### src/rtl/popcnt_window_acc.sv
// popcnt_window_acc
//   Accumulates popcount samples over windows of WINDOW samples. Each closed
//   window produces a saturated total, the largest sample seen, the sample
//   count and an error flag. These are presented through a registered
//   valid/ready result slot. A flush pulse closes a partial window early.
//
// Ports
//   clk, rst_n           clock; asynchronous active-low reset
//   in_valid/in_ready    sample handshake; in_cnt is the sample value
//   flush                one-cycle pulse requesting an early window close
//   out_valid/out_ready  result slot handshake
//   out_sum              window total, saturated at 2^ACC_W-1
//   out_max              largest sample in the window
//   out_cnt              number of samples in the window
//   out_err              a sample exceeded MAX_CNT, or the total saturated
module popcnt_window_acc #(
  parameter int unsigned CNT_W   = 4,
  parameter int unsigned MAX_CNT = 9,
  parameter int unsigned WINDOW  = 16,
  parameter int unsigned ACC_W   = 8
) (
  input  logic             clk,
  input  logic             rst_n,
  input  logic             in_valid,
  output logic             in_ready,
  input  logic [CNT_W-1:0] in_cnt,
  input  logic             flush,
  output logic             out_valid,
  input  logic             out_ready,
  output logic [ACC_W-1:0] out_sum,
  output logic [CNT_W-1:0] out_max,
  output logic [7:0]       out_cnt,
  output logic             out_err
);

  localparam int unsigned      SUM_W    = ACC_W + 1;
  localparam logic [7:0]       LAST_IDX = 8'(WINDOW - 1);
  localparam logic [7:0]       FULL_CNT = 8'(WINDOW);
  localparam logic [CNT_W-1:0] MAX_C    = CNT_W'(MAX_CNT);

  logic [ACC_W-1:0] acc;
  logic [CNT_W-1:0] peak;
  logic [7:0]       idx;
  logic             err;
  logic             flush_pend;

  logic             slot_free;
  logic             accept;
  logic             close;
  logic             close_req;
  logic [SUM_W-1:0] sum_wide;
  logic [ACC_W-1:0] acc_nxt;
  logic [CNT_W-1:0] peak_nxt;
  logic [7:0]       cnt_nxt;
  logic             err_nxt;
  logic             pend_nxt;

  assign slot_free = !out_valid || out_ready;
  // Only the sample that would complete the window must wait for the slot.
  assign in_ready  = !flush_pend && (slot_free || idx != LAST_IDX);
  assign accept    = in_valid && in_ready;

  always_comb begin
    sum_wide  = {1'b0, acc} + SUM_W'(in_cnt);
    acc_nxt   = acc;
    peak_nxt  = peak;
    cnt_nxt   = idx;
    err_nxt   = err;
    pend_nxt  = flush_pend;
    close_req = 1'b0;
    close     = 1'b0;

    if (accept) begin
      acc_nxt   = sum_wide[ACC_W] ? '1 : sum_wide[ACC_W-1:0];
      peak_nxt  = (in_cnt > peak) ? in_cnt : peak;
      err_nxt   = err | (in_cnt > MAX_C) | sum_wide[ACC_W];
      cnt_nxt   = idx + 8'd1;
      close_req = (cnt_nxt == FULL_CNT) || flush || flush_pend;
    end else begin
      close_req = flush_pend || (flush && idx != '0);
    end

    // A close that cannot reach a busy slot is parked as a pending flush.
    if (close_req) begin
      if (slot_free) begin
        close = 1'b1;
      end else begin
        pend_nxt = 1'b1;
      end
    end
  end

  always_ff @(posedge clk or negedge rst_n) begin
    if (!rst_n) begin
      acc        <= '0;
      peak       <= '0;
      idx        <= '0;
      err        <= 1'b0;
      flush_pend <= 1'b0;
      out_valid  <= 1'b0;
      out_sum    <= '0;
      out_max    <= '0;
      out_cnt    <= '0;
      out_err    <= 1'b0;
    end else if (close) begin
      out_valid  <= 1'b1;
      out_sum    <= acc_nxt;
      out_max    <= peak_nxt;
      out_cnt    <= cnt_nxt;
      out_err    <= err_nxt;
      acc        <= '0;
      peak       <= '0;
      idx        <= '0;
      err        <= 1'b0;
      flush_pend <= 1'b0;
    end else begin
      acc        <= acc_nxt;
      peak       <= peak_nxt;
      idx        <= cnt_nxt;
      err        <= err_nxt;
      flush_pend <= pend_nxt;
      if (out_ready) begin
        out_valid <= 1'b0;
      end
    end
  end

endmodule
### config.mk
export PLATFORM = sky130hd
export DESIGN_NAME = popcnt_window_acc
export DESIGN_NICKNAME = d
export VERILOG_FILES = /design/src/rtl/popcnt_window_acc.sv
export SDC_FILE = /design/constraint.sdc
export NUM_CORES = 1
export LEC_CHECK = 0
export CAP_MARGIN = 25
export CORE_AREA = 2 2 78 80
export CTS_CLUSTER_DIAMETER = 150
export DETAILED_ROUTE_END_ITERATION = 16
export DIE_AREA = 0 0 80 82
export PLACE_DENSITY_LB_ADDON = 0.2
export SYNTH_ARGS = -nofsm -noshare
export SYNTH_HDL_FRONTEND = slang
export SYNTH_SLANG_ARGS = --single-unit
### constraint.sdc
create_clock -name clk -period 2.6 [get_ports clk]
set_input_delay 0.39 -clock clk [delete_from_list [all_inputs] [get_ports clk]]
set_output_delay 0.39 -clock clk [all_outputs]
set_load 0.02 [all_outputs]
# After elaboration in Yosys (flattened, before gate mapping)
# Index checks and enable logic that the tools add are counted.
[totals] input_bits=9 register_bits=44 word_cells=51
[classes] order_cmp=2 n_mux=18 bitwise=2 n_eq_ne=3 n_addsub=2 reduce_logical=14
[ops] cell="2-to-1 mux 8 bit" n=5
[ops] cell="2-to-1 mux 4 bit" n=3
[ops] cell="2-to-1 mux 1 bit" n=10
[ops] cell="adder 8 x 4 -> 9 bit" n=1
[ops] cell="adder 8 x 1 -> 8 bit (second input constant)" n=1
[ops] cell="== test 8 x 5 -> 1 bit (second input constant)" n=1
[ops] cell="!= test 8 x 4 -> 1 bit (second input constant)" n=1
[ops] cell="nonzero test 8 bit" n=1
[ops] cell="logical OR 1 bit" n=5
[ops] cell="> comparator 4 bit" n=1
[ops] cell="> comparator 4 bit (second input constant)" n=1
[ops] cell="nonzero test 2 bit" n=2
[ops] cell="logical AND 1 bit" n=3
[ops] cell="zero test 1 bit" n=2
[ops] cell="!= test 2 x 1 -> 1 bit (second input constant)" n=1
[ops] cell="bitwise OR 1 bit" n=2
[ops] cell="AND reduction 2 bit" n=1

# Logic depth before layout (Yosys ltp)
[logic_depth] depth_word=9 depth_mapped=9 mapped_depth_nobuf=8

# Worst setup path after synthesis
# Ideal clock, no wire load.
[synth_path] kind="reg2reg" start="reg idx[4]" end="reg out_cnt[3]" setup_slack_ps=345 path_buffers=0 setup_ps=128 synth_period_minus_slack_ps=2255 arrival_ps=2128 path_stages_with_launch=6 path_cell_list="dfrtp_1 > or4_4 > or4_4 > a221oi_4 > a21oi_2 > mux2_1"
[synth_via] elab_chain_cells=6 elab_cells_between_ends=14 classes_between="add/sub: 1; eq/ne: 2; mux: 3; reduce/logical: 8"
[synth_lines] element="from (decl)" line_no="43" rtl="logic [7:0] idx;"
[synth_lines] element="from (signal assigned)" line_no="119" rtl="idx <= cnt_nxt;"
[synth_lines] element="adder 8 x 1 -> 8 bit / != test 8 x 4 -> 1 bit (equally long branches)" line_no="77, 60"
[synth_lines] element="== test 8 x 5 -> 1 bit / logical OR 1 bit (equally long branches)" line_no="78, 60"
[synth_lines] element="logical OR 1 bit / logical AND 1 bit (equally long branches)" line_no="78, 60"
[synth_lines] element="logical OR 1 bit / logical AND 1 bit (equally long branches)" line_no="78, 61"
[synth_lines] element="2-to-1 mux 1 bit" line_no="73" rtl="if (accept) begin"
[synth_lines] element="2-to-1 mux 1 bit" line_no="84" rtl="if (close_req) begin"
[synth_lines] element="to (signal assigned)" line_no="109" rtl="out_cnt <= cnt_nxt;"
[synth_lines] element="to (decl)" line_no="32" rtl="output logic [7:0] out_cnt,"
# Parallel ways exist; a longest one is shown, timed or not.
# A chain may end at the register's enable or synchronous reset.

# Worst setup path after layout
[layout_path] start="reg idx[4]" end="reg out_sum[1]"
[layout_via] elab_chain_cells=6 elab_cells_between_ends=14 classes_between="add/sub: 1; eq/ne: 2; mux: 3; reduce/logical: 8"
[layout_lines] element="adder 8 x 1 -> 8 bit / != test 8 x 4 -> 1 bit (equally long branches)" line_no="77, 60"
[layout_lines] element="== test 8 x 5 -> 1 bit / logical OR 1 bit (equally long branches)" line_no="78, 60"
[layout_lines] element="logical OR 1 bit / logical AND 1 bit (equally long branches)" line_no="78, 60"
[layout_lines] element="logical OR 1 bit / logical AND 1 bit (equally long branches)" line_no="78, 61"
[layout_lines] element="2-to-1 mux 1 bit" line_no="73"
[layout_lines] element="2-to-1 mux 1 bit" line_no="84"
[layout_lines] element="to (signal assigned)" line_no="107" rtl="out_sum <= acc_nxt;"
[layout_lines] element="to (decl)" line_no="30" rtl="output logic [ACC_W-1:0] out_sum,"
# Parallel ways exist; a longest one is shown, timed or not.

==> summary.md <==
| Metric | Value |
|---|---|
| Outcome | `finished clean` |
| Clock Sinks | `44` |
| Core region area | `0.00575 mm2` |
| Crit-path slowest cell | `or4_4` |
| Synth Instances | `213` |
| CTS root buf | `clkbuf_8` |
| Global-route usage over all layers | `0.138` |
| Reg2reg path depth | `6` |
| Critical path's largest stage delay | `580 ps` |
| Cell mode on critical path | `or4_4` |
| DP Cell Count | `317` |
| Detailed Route WL | `3970 um` |
| Clk slew on worst S/H paths | `80 ps` |
| Crit share post-route | `0.924` |
| Via count | `1578` |
| Main flop type after synthesis | `dfrtp_1` |
| Latest clock arrival within the worst-skew pair | `290 ps` |
| Final instance area | `0.00274 mm2` |
| Worst slew pin tran | `553 ps` |
| Htree depth | `2` |
| Crit Path Max Fanout | `31` |
| Share of layout cells above drive strength 1 | `0.0640` |
| Synth-to-Final Area Change | `22.5%` |
| CTS tree | `yes` |
| Max Cap Viol | `0` |
| Placement row count | `28` |
| Post CTS Setup Buffer Count | `0` |
| Critical-path cell list | `or4_4 -> or4_4 -> a221oi_4 -> a21oi_4 -> buf_12 -> mux2i_1` |
| Worst EP arrival | `2570 ps` |
| DPL Wire Length | `2880 um` |
| CP Data Required Time | `2770 ps` |
| Post-synth design cell area | `0.00223 mm2` |
| Endpoints failing hold | `0` |
| Initial DRC count | `70` |
| Final setup fails | `0` |
| EDFF count, synth | `0` |
| Inserted Diodes | `0` |
| Die Wd | `80 um` |
| Post-DP Area | `0.00264 mm2` |
| Total gr overflow | `0` |
| Antenna violations before repair | `0` |
| Hold WC Path Type | `in2async` |
| Cts bufs inserted | `5` |
| DRC viols | `0` |
| Die area | `0.00656 mm2` |
| Fmax | `416 MHz` |
| Pleak | `1.27 nW` |
| Minimum clock period | `2400 ps` |
| Sequential cell area fraction in the yosys report | `0.493` |
| Critical path type | `reg2reg` |
| Delay-heaviest family, CP | `simple AND/OR/NAND/NOR gates` |
| Vias in the first global route | `1502` |
| DR vias/cell | `4.86` |
| Design Power | `2.58 mW` |
| Fin nets | `269` |
| Crit path buf inv count | `1` |
| Die H | `82 um` |
| IO Pins | `32` |
| Syn nets | `233` |
| Crit start category | `flip-flop` |
| Yosys warns | `0` |
| Gp weighted congestion | `0.844` |
| Routed Antenna Nets | `0` |
| Yosys reg bits | `44` |
| Routed len/inst | `12.2 um` |
| Power Density | `941 mW/mm2` |
| Largest net degree at the start of global routing | `45` |
| Max-slew violations | `0` |
| Stages on the worst setup path | `6` |
| Initial Utilization | `0.389` |
| Post-synth cell types | `34` |
| Final Worst Setup Slack | `199 ps` |
| First-pass GRT wire length | `6960 um` |
| Relative slew slack | `0.631` |
| Async S/R FF share, synth | `1.00` |
| Peak supply drop | `0.431 mV` |
| DR pass1 iterations | `4` |
| Syn avg cell area | `10.5 um2` |
| WHS | `157 ps` |
| Worst slack at placement | `-3.01 ps` |
| RSZ-0062 raised after global routing | `false` |
| Crit. End Element | `flip-flop` |
| Max Root-Sink Buffers | `2` |
| Final Non-Filler Cells | `325` |
| Clock skew | `7.67 ps` |
| IO Port Bufs | `31` |
[power by group]
part	switching, mW	internal, mW	leakage, nW
Sequential	0.140	0.886	0.577
Combinational	0.597	0.531	0.648
Clock	0.230	0.192	0.0424
Total	0.967	1.61	1.27
[worst paths after layout]
kind / start / to / slack [ps]
worst max-delay path: idx[4]$_DFF_PN0_ / out_sum[1]$_DFFE_PN0P_ / 200
worst min-delay path: rst_n / out_sum[2]$_DFFE_PN0P_ / 160
worst max register to register: idx[4]$_DFF_PN0_ / out_sum[1]$_DFFE_PN0P_ / 200
worst min register to register: out_cnt[3]$_DFFE_PN0P_ / out_cnt[3]$_DFFE_PN0P_ / 500
max in group asynchronous: rst_n / out_max[2]$_DFFE_PN0P_ / 2060
min in group clk: out_cnt[3]$_DFFE_PN0P_ / out_cnt[3]$_DFFE_PN0P_ / 500
[cell type report]
type	count	area (um2)
fillers	581	3010
multi-input cells	134	998
well taps	75	93.8
repair buffers	35	350
clock inverters	1	8.76
inverters	29	109
flip-flops and latches	44	1100
clock buffers	7	76.3
[worst register-to-register path: cells and delay by family (launching register included)]
| family | cells | cell delay (ps) |
|---|---|---|
| and+or+nand+nor | 2 | 1090 |
| DFF | 1 | 450 |
| AOI/OAI and AO/OA | 2 | 400 |
| buffers and inverters | 1 | 180 |
| muxes | 1 | 150 |
[layer usage]
| metal | GRT usage | up-vias | share of wire |
|---|---|---|---|
| met1 | 0.193 | 759 | 0.50 |
| met3 | 0.0297 | 4 | 0.036 |
| li1 | - | 783 | - |
| met4 | 0.0508 | 0 | 0.012 |
| met2 | 0.210 | 32 | 0.45 |
| met5 | 0 | - | 0 |
[cells in the final DEF, fill, tap and decap left out, drive strengths merged, types with 5 or more instances in the layout]
| master | n |
|---|---|
| inv | 29 |
| buf | 5 |
| clkdlybuf4s50 | 29 |
| xor2 | 5 |
| dfrtp | 44 |
| nand2 | 12 |
| nor2 | 26 |
| mux2i | 29 |
| nand4 | 6 |
| a21oi | 5 |
| o21ai | 5 |
| ha | 10 |
| clkbuf | 7 |
[logic make-up after synthesis]
| logic type | Yosys count | share of synthesized area |
|---|---|---|
| flip-flops | 44 | 0.493 |
| adder cells (fa/ha/maj) | 11 | 0.0649 |
| XOR/XNOR | 8 | 0.0314 |
| buffers and inverters | 35 | 0.0666 |
| multiplexers | 30 | 0.135 |
| AND/OR/NAND/NOR | 63 | 0.140 |
| AO/OA/AOI/OAI | 22 | 0.0694 |
[state kept, by name (all words and copies together) (netlist names)]
name and flops:
acc 8, idx 8, out_cnt 8, out_sum 8
out_max 4, peak 4, err 1, flush_pend 1
out_err 1, out_valid 1
[repair_timing]
item	CTS	global route
hold buffers	0	0
gates resized for setup	1	1
endpoints found under the setup margin	1	1
cloned	0	0
[synthesized netlist by cell type (all sizes together) (2+ instances only)]
cell type,n,area share
dfrtp,44,0.49
inv,29,0.049
mux2i,29,0.13
nor2,26,0.044
nand2,12,0.020
ha,10,0.056
nand4,6,0.017
a21oi,5,0.013
o21ai,5,0.011
xor2,5,0.020
and3,4,0.011
buf,4,0.015
nand2b,4,0.011
o22ai,4,0.011
a211oi,3,0.010
xnor2,3,0.012
a31oi,2,0.0056
clkbuf,2,0.0034
nand3,2,0.0045
nor2b,2,0.0056
nor3,2,0.0067
or4,2,0.010
[per-stage QoR]
step | TNS (ps) | utilization
global route | 0 | 0.476
finish | 0 | 0.476
CTS | 0 | 0.476
detailed placement | -3.01 | 0.460
floorplan | 0 | -
global placement | 0 | 0.460
Note: power is estimated with default switching activity, not from simulation.
